--- src/rtl/i2c_target_fsm.sv ---
// I2C target (slave) state machine: oversampled SCL/SDA, START/STOP detection,
// 7-bit address match, write bytes to local logic, read bytes from local logic.
// Optional clock stretching on unconsumed write bytes: define I2C_CLK_STRETCH_EN.
module i2c_target_fsm #(
  parameter logic [6:0]  TARGET_ADDR = 7'h50,
  parameter int unsigned SYNC_STAGES = 2
) (
  input  logic       clk,
  input  logic       reset,
  input  logic       scl_in,
  input  logic       sda_in,
  output logic       sda_oe,
  output logic       scl_oe,
  output logic [7:0] rx_data,
  output logic       rx_valid,
  input  logic       rx_ready,
  input  logic [7:0] tx_data,
  output logic       tx_req,
  output logic       rw,
  output logic       busy,
  output logic       done
);

  localparam int unsigned CNT_W = 4;

  typedef enum logic [3:0] {
    S_IDLE, S_ADDR, S_AACK, S_RX, S_RACK, S_TX, S_TACK, S_IGNORE, S_WAIT
  } state_t;

  state_t             state, state_n;
  logic [CNT_W-1:0]   cnt, cnt_n;
  logic [7:0]         sh, sh_n;
  logic [7:0]         rx_data_n;
  logic               sda_oe_n, scl_oe_n, rx_valid_n, tx_req_n, rw_n, busy_n, done_n;
  logic               addressed, addressed_n;
  logic               ack_bit, ack_bit_n;

  logic [SYNC_STAGES-1:0] scl_sync, sda_sync;
  logic                   scl_d, sda_d;
  logic                   scl_s, sda_s;
  logic                   scl_rise, scl_fall, sda_rise, sda_fall;
  logic                   start_cond, stop_cond;

`ifndef I2C_CLK_STRETCH_EN
  logic unused_rx_ready;
  assign unused_rx_ready = rx_ready;
`endif

  // Pin synchronisers plus one history flop; idle bus level is high
  always_ff @(posedge clk) begin
    if (reset) begin
      scl_sync <= '1;
      sda_sync <= '1;
      scl_d    <= 1'b1;
      sda_d    <= 1'b1;
    end else begin
      scl_sync <= {scl_sync[SYNC_STAGES-2:0], scl_in};
      sda_sync <= {sda_sync[SYNC_STAGES-2:0], sda_in};
      scl_d    <= scl_sync[SYNC_STAGES-1];
      sda_d    <= sda_sync[SYNC_STAGES-1];
    end
  end

  assign scl_s      = scl_sync[SYNC_STAGES-1];
  assign sda_s      = sda_sync[SYNC_STAGES-1];
  assign scl_rise   = scl_s & ~scl_d;
  assign scl_fall   = ~scl_s & scl_d;
  assign sda_rise   = sda_s & ~sda_d;
  assign sda_fall   = ~sda_s & sda_d;
  assign start_cond = sda_fall & scl_s;
  assign stop_cond  = sda_rise & scl_s;

  // State and registered outputs
  always_ff @(posedge clk) begin
    if (reset) begin
      state     <= S_IDLE;
      cnt       <= '0;
      sh        <= 8'h00;
      sda_oe    <= 1'b0;
      scl_oe    <= 1'b0;
      rx_data   <= 8'h00;
      rx_valid  <= 1'b0;
      tx_req    <= 1'b0;
      rw        <= 1'b0;
      busy      <= 1'b0;
      done      <= 1'b0;
      addressed <= 1'b0;
      ack_bit   <= 1'b1;
    end else begin
      state     <= state_n;
      cnt       <= cnt_n;
      sh        <= sh_n;
      sda_oe    <= sda_oe_n;
      scl_oe    <= scl_oe_n;
      rx_data   <= rx_data_n;
      rx_valid  <= rx_valid_n;
      tx_req    <= tx_req_n;
      rw        <= rw_n;
      busy      <= busy_n;
      done      <= done_n;
      addressed <= addressed_n;
      ack_bit   <= ack_bit_n;
    end
  end

  // Next-state and output logic; bus conditions take priority over data handling
  always_comb begin
    state_n     = state;
    cnt_n       = cnt;
    sh_n        = sh;
    sda_oe_n    = sda_oe;
    scl_oe_n    = 1'b0;
    rx_data_n   = rx_data;
`ifdef I2C_CLK_STRETCH_EN
    rx_valid_n  = rx_valid & ~rx_ready;
`else
    rx_valid_n  = 1'b0;
`endif
    tx_req_n    = 1'b0;
    rw_n        = rw;
    busy_n      = busy;
    done_n      = 1'b0;
    addressed_n = addressed;
    ack_bit_n   = ack_bit;

    if (start_cond) begin
      state_n  = S_ADDR;
      cnt_n    = '0;
      sda_oe_n = 1'b0;
      busy_n   = 1'b0;
    end else if (stop_cond) begin
      state_n     = S_IDLE;
      cnt_n       = '0;
      sda_oe_n    = 1'b0;
      busy_n      = 1'b0;
      done_n      = addressed;
      addressed_n = 1'b0;
    end else begin
      case (state)
        S_IDLE: ;
        S_ADDR: begin
          if (scl_rise) begin
            sh_n  = {sh[6:0], sda_s};
            cnt_n = cnt + CNT_W'(1);
          end else if (scl_fall && cnt == CNT_W'(8)) begin
            if (sh[7:1] == TARGET_ADDR) begin
              rw_n        = sh[0];
              sda_oe_n    = 1'b1;
              addressed_n = 1'b1;
              state_n     = S_AACK;
            end else begin
              state_n = S_IGNORE;
            end
          end
        end
        S_AACK: begin
          if (scl_fall) begin
            sda_oe_n = 1'b0;
            busy_n   = 1'b1;
            cnt_n    = '0;
            if (rw) begin
              tx_req_n = 1'b1;
              state_n  = S_TX;
            end else begin
              state_n = S_RX;
            end
          end
        end
        S_RX: begin
          if (scl_rise) begin
            sh_n  = {sh[6:0], sda_s};
            cnt_n = cnt + CNT_W'(1);
          end else if (scl_fall && cnt == CNT_W'(8)) begin
`ifdef I2C_CLK_STRETCH_EN
            if (rx_valid && !rx_ready) begin
              scl_oe_n = 1'b1;
              state_n  = S_WAIT;
            end else begin
              rx_data_n  = sh;
              rx_valid_n = 1'b1;
              sda_oe_n   = 1'b1;
              state_n    = S_RACK;
            end
`else
            rx_data_n  = sh;
            rx_valid_n = 1'b1;
            sda_oe_n   = 1'b1;
            state_n    = S_RACK;
`endif
          end
        end
        S_RACK: begin
          if (scl_fall) begin
            sda_oe_n = 1'b0;
            cnt_n    = '0;
            state_n  = S_RX;
          end
        end
        S_WAIT: begin
`ifdef I2C_CLK_STRETCH_EN
          // SCL stays held for one extra cycle so the ACK settles before SCL rises
          scl_oe_n = 1'b1;
          if (rx_valid && rx_ready) begin
            rx_data_n  = sh;
            rx_valid_n = 1'b1;
            sda_oe_n   = 1'b1;
            state_n    = S_RACK;
          end
`else
          state_n = S_IDLE;
`endif
        end
        S_TX: begin
          if (tx_req) begin
            sh_n     = tx_data;
            sda_oe_n = ~tx_data[7];
          end else if (scl_fall) begin
            if (cnt == CNT_W'(7)) begin
              sda_oe_n = 1'b0;
              state_n  = S_TACK;
            end else begin
              sda_oe_n = ~sh[6];
              sh_n     = {sh[6:0], 1'b0};
              cnt_n    = cnt + CNT_W'(1);
            end
          end
        end
        S_TACK: begin
          if (scl_rise) begin
            ack_bit_n = sda_s;
          end else if (scl_fall) begin
            if (!ack_bit) begin
              tx_req_n = 1'b1;
              cnt_n    = '0;
              state_n  = S_TX;
            end else begin
              sda_oe_n = 1'b0;
              busy_n   = 1'b0;
              state_n  = S_IGNORE;
            end
          end
        end
        S_IGNORE: sda_oe_n = 1'b0;
        default:  state_n = S_IDLE;
      endcase
    end
  end

endmodule

--- config.mk ---
export PLATFORM = sky130hd
export DESIGN_NAME = i2c_target_fsm
export DESIGN_NICKNAME = d
export VERILOG_FILES = /design/src/rtl/i2c_target_fsm.sv
export SDC_FILE = /design/constraint.sdc
export NUM_CORES = 1
export LEC_CHECK = 0
export ABC_AREA = 1
export CELL_PAD_IN_SITES_DETAIL_PLACEMENT = 2
export CELL_PAD_IN_SITES_GLOBAL_PLACEMENT = 2
export CORE_AREA = 4 4 91 93
export CTS_CLUSTER_DIAMETER = 80
export DETAILED_ROUTE_END_ITERATION = 12
export DIE_AREA = 0 0 95 97
export PLACE_DENSITY_LB_ADDON = 0.1
export REMOVE_ABC_BUFFERS = 1
export SLEW_MARGIN = 0
export SYNTH_ARGS = -nofsm -noshare
export SYNTH_HDL_FRONTEND = slang
export SYNTH_SLANG_ARGS = --single-unit
--- constraint.sdc ---
create_clock -name clk -period 1.7 [get_ports clk]
set_input_delay 0.51 -clock clk [delete_from_list [all_inputs] [get_ports clk]]
set_output_delay 0.51 -clock clk [all_outputs]
set_load 0.02 [all_outputs]
==> results by stage <==
Outcome:
- The run finished with clean final reports.

Detailed routing:
- In the routed layout, each cell is associated on average with a via count of 4.70.
- The number of remaining DRC errors is 0.
- The first detailed-routing pass ran for 4 iterations.
- For this block, the via count after detailed routing is 2229.
- After the first detailed-routing iteration, the DRC count stood at 68.
- The final antenna-violating net count is 0.
- After detailed routing, the average wire length per cell comes to roughly 15 microns.
- The total wire length after detailed routing is ~7 mm.

Die:
- The core area is about 7500 sq um.
- Measured along the x axis, the die boundary spans roughly 95 microns.
- The floorplan step defined a die boundary enclosing 9220 sq um.
- The initial utilization of the core area, before any placement, comes to 27.9%.
- The die extent in y is ~97 microns.
- The placement row count is 32.
- The number of placed I/O pins is 28.

Worst setup path:
- The largest delay contributor family on the critical path is flip-flops.
- The worst setup path is launched from a flop.
- The type of element capturing the critical path is a primary output.
- Of all nets on the critical path, the largest fanout is 3.
- The buffer and inverter count on the worst path is 1.
- Traced cell by cell, the critical path runs through dlygate4sd2_1.
- The cell with the largest stage delay on the worst path is dfxtp_1.
- The critical path data required time is between 1000 and 1500 ps.
- Data arrives at the worst endpoint at approximately 1100 ps.
- The category of the most critical setup path is flop to primary output.
- In this design, the stage delay of the slowest critical-path cell is about 410 ps.

Global routing:
- The number of antenna violations at the first check in global routing is 0.
- The residual overflow from global routing is 0.
- The via count of the first global-routing pass is between 2000 and 2500.
- The global-route total usage across every layer is approximately 17%.
- The maximum number of pins on one net before global-route repair is 14.
- The first global-routing pass estimated 12.2 mm of wire.

Final layout:
- The share of cells above drive strength 1 is 19.1%.
- Cells fill a little over a third of the core in the end.
- The layout-stage area growth over the synthesis result is 30.1%.
- The final design area excluding fillers is around 2700 sq um.
- The layout net count is slightly below 400.
- The final antenna diode count is 0.

Pwr:
- In this run the power density over the cells is about 770 nW/um^2.
- The analysis attributes to cell leakage a power of 1.27 nW.
- Net switching is 29.3% of the power.
- Registers are responsible for between 40% and 50% of the overall power.
- In this run, the combinational gates consume approximately 17% of the power.
- The net switching power is 0.612 mW.
- The clock network is responsible for between 30% and 40% of the overall power.
- VDD sags by at most 0.000394 V.
- The cell-internal power is ~1.5 mW.

Synth:
- In the synthesized netlist the dominant register cell turns out to be dfxtp_1.
- The cell type with the largest total area after synthesis is dfxtp_1.
- After synthesis, the most frequently instantiated cells are 87 x nand2_1, 53 x nor2_1, 41 x nand3_1.
- The fraction of registers with async set/reset is 0%.
- The cell count after synthesis is between 300 and 400.
- The synthesized flop and latch total is 37.
- The synthesized design devotes to its leading area cell type between 30% and 40% of total area.
- The Yosys step of the flow raised 0 warnings.
- The most common cell in the synthesized netlist is nand2_1.
- The mapped cell area is between 2000 and 2500 sq um.
- Counting flops with a built-in enable in the synthesized netlist gives 0.
- Ranked by total cell area, the synthesized netlist is headed by dfxtp_1 35%, nand2_1 16%, nand3_1 9.8%, nor2_1 9.5%, a21oi_1 4.3%.
- The number of different library cells used by synthesis comes to 30.
- The post-synthesis average cell area is ~6.5 sq um.
- Sequential elements use 35.3% of the synthesized area.

Clocking:
- The clock slew at the register clock pins of the worst setup and hold paths is roughly 90 ps.
- The clock tree root buffer cell is clkbuf_8.
- In this run, post-CTS repair resized a total of 18 instances.
- The maximum level of the CTS H-tree is 2.
- The number of buffers inserted during clock tree synthesis is 5.
- In this run the deepest clock path goes through 2 buffers.
- At the later pin of the worst-skew pair, clock insertion delay measures ~300 ps.
- The number of hold buffers added after CTS was 0.
- Buffers added to address setup during post-CTS repair amount to 0.
- The TritonCTS clock tree is built.
- The clock drives 37 sinks.

STA:
- The minimum setup slack in the final design is between 100 and 150 ps.
- The routed design could run at a clock period as short as between 1500 and 2000 ps.
- On the final layout, the worst clock skew is 6.58 ps.
- In the finished design, the share of the clock period the worst path needs comes to roughly 93%.
- The count of endpoints failing setup in the final report is 0.
- Setup repair after global routing could not meet its margin everywhere.
- Derived from the worst setup path, the maximum achievable clock frequency is 633 MHz.
- The final-report max-slew violation count came to 0.
- The final hold violation count is 0.

Place:
- The placed instances occupy a cell area of about 2600 sq um.
- Routability-driven placement finished with a final weighted congestion of ~0.77.
- Summed over all nets, the half-perimeter wirelength after detailed placement is roughly 5.7 mm.
- The port buffer count is 25.
- The post-placement setup slack is -213 ps.

Run:
- Max-cap violations in this run came to 0.

Hold path:
- The tightest min-delay check is of the flop to flop type.
-- power by group through the flow --
stage | combinational [mW] | sequential [mW] | clock, mW
floorplan | 0.202 | 0.946 | 0
global placement | 0.336 | 0.951 | 0
detailed placement | 0.346 | 0.953 | 0
CTS | 0.349 | 0.934 | 0.853
global route | 0.396 | 0.938 | 0.883
finish | 0.346 | 0.932 | 0.812
-- per-stage QoR --
| step | power (mW) | hold WS (ps) | std cells | TNS [ps] |
|---|---|---|---|---|
| 6_report | 2.09 | 427 | 474 | 0 |
| 2_1_floorplan | 1.15 | 389 | 316 | 0 |
| 3_5_place_dp | 1.30 | 408 | 466 | -1400 |
| 3_3_place_gp | 1.29 | 397 | 466 | -1140 |
| 4_1_cts | 2.14 | 427 | 474 | 0 |
| 5_1_grt | 2.22 | 443 | 474 | -14.6 |
-- state kept, by name (all words and copies together) (netlist names) --
signal     flops
busy           1
scl_sync       2
addressed      1
rx_valid       1
ack_bit        1
scl_d          1
rx_data        8
tx_req         1
rw             1
cnt            4
state          3
sda_oe         1
done           1
sda_sync       2
sda_d          1
sh             8
-- area by class of cell --
class                   instances  area (sq um)
flip-flops and latches         37           751
well taps                     102           128
clock inverters                 3          46.3
inverters                      35           133
repair buffers                 48           405
clock buffers                   5          68.8
fillers                       941          4800
multi-input cells             244          1200
-- per-layer routing --
layer	up-vias	part of all wire, %	track usage (%)	routed length [microns]
met5	-	0	0	0
met4	0	1.7	5.11	119
met3	11	2.0	3.03	142
met2	27	52	29.8	3730
met1	1068	45	20.5	3210
li1	1123	-	-	-
-- logic make-up (layout without fill, tap and decap cells) --
group | count (synthesis) | count (layout) | synth area share (%)
and+or+nand+nor | 208 | 208 | 46.1
other | 1 | 1 | 0.179
buffers and inverters | 44 | 91 | 9.07
AOI/OAI and AO/OA | 33 | 33 | 8.17
adders and majority gates | 2 | 2 | 1.19
DFF | 37 | 37 | 35.3
-- worst paths after layout --
kind | startpoint | endpoint | slack [ps] | cells past startpoint
worst max register to register | state[2]$_SDFFE_PP0P_ | sh[5]$_SDFFE_PP0P_ | 130 | 8
worst max-delay path | tx_req$_SDFF_PP0_ | tx_req | 120 | 1
worst min register to register | scl_sync[0]$_SDFF_PP1_ | scl_sync[1]$_SDFF_PP1_ | 430 | 1
worst min-delay path | scl_sync[0]$_SDFF_PP1_ | scl_sync[1]$_SDFF_PP1_ | 430 | 1
-- cell usage in the layout (no fill, tap or decap), types with 2 or more instances in the layout --
cell type | netlist | routed
nand2_1 | 87 | 86
nor2_1 | 53 | 51
nand3_1 | 41 | 41
dfxtp_1 | 37 | 33
inv_1 | 23 | 23
buf_4 | 4 | 23
a21oi_1 | 18 | 18
dlygate4sd2_1 | 0 | 14
inv_2 | 11 | 11
clkdlybuf4s50_1 | 0 | 11
o21ai_0 | 8 | 7
nor2_2 | 4 | 5
o21ai_1 | 4 | 5
clkbuf_8 | 0 | 5
nand2_2 | 4 | 4
or2_2 | 4 | 4
nand4_1 | 3 | 3
nand3_2 | 2 | 2
nor2_4 | 1 | 2
nand3_4 | 2 | 2
nor3_1 | 3 | 2
o211ai_1 | 2 | 2
ha_1 | 2 | 2
dfxtp_2 | 0 | 2
dfxtp_4 | 0 | 2
Note: power is estimated with default switching activity, not from simulation.
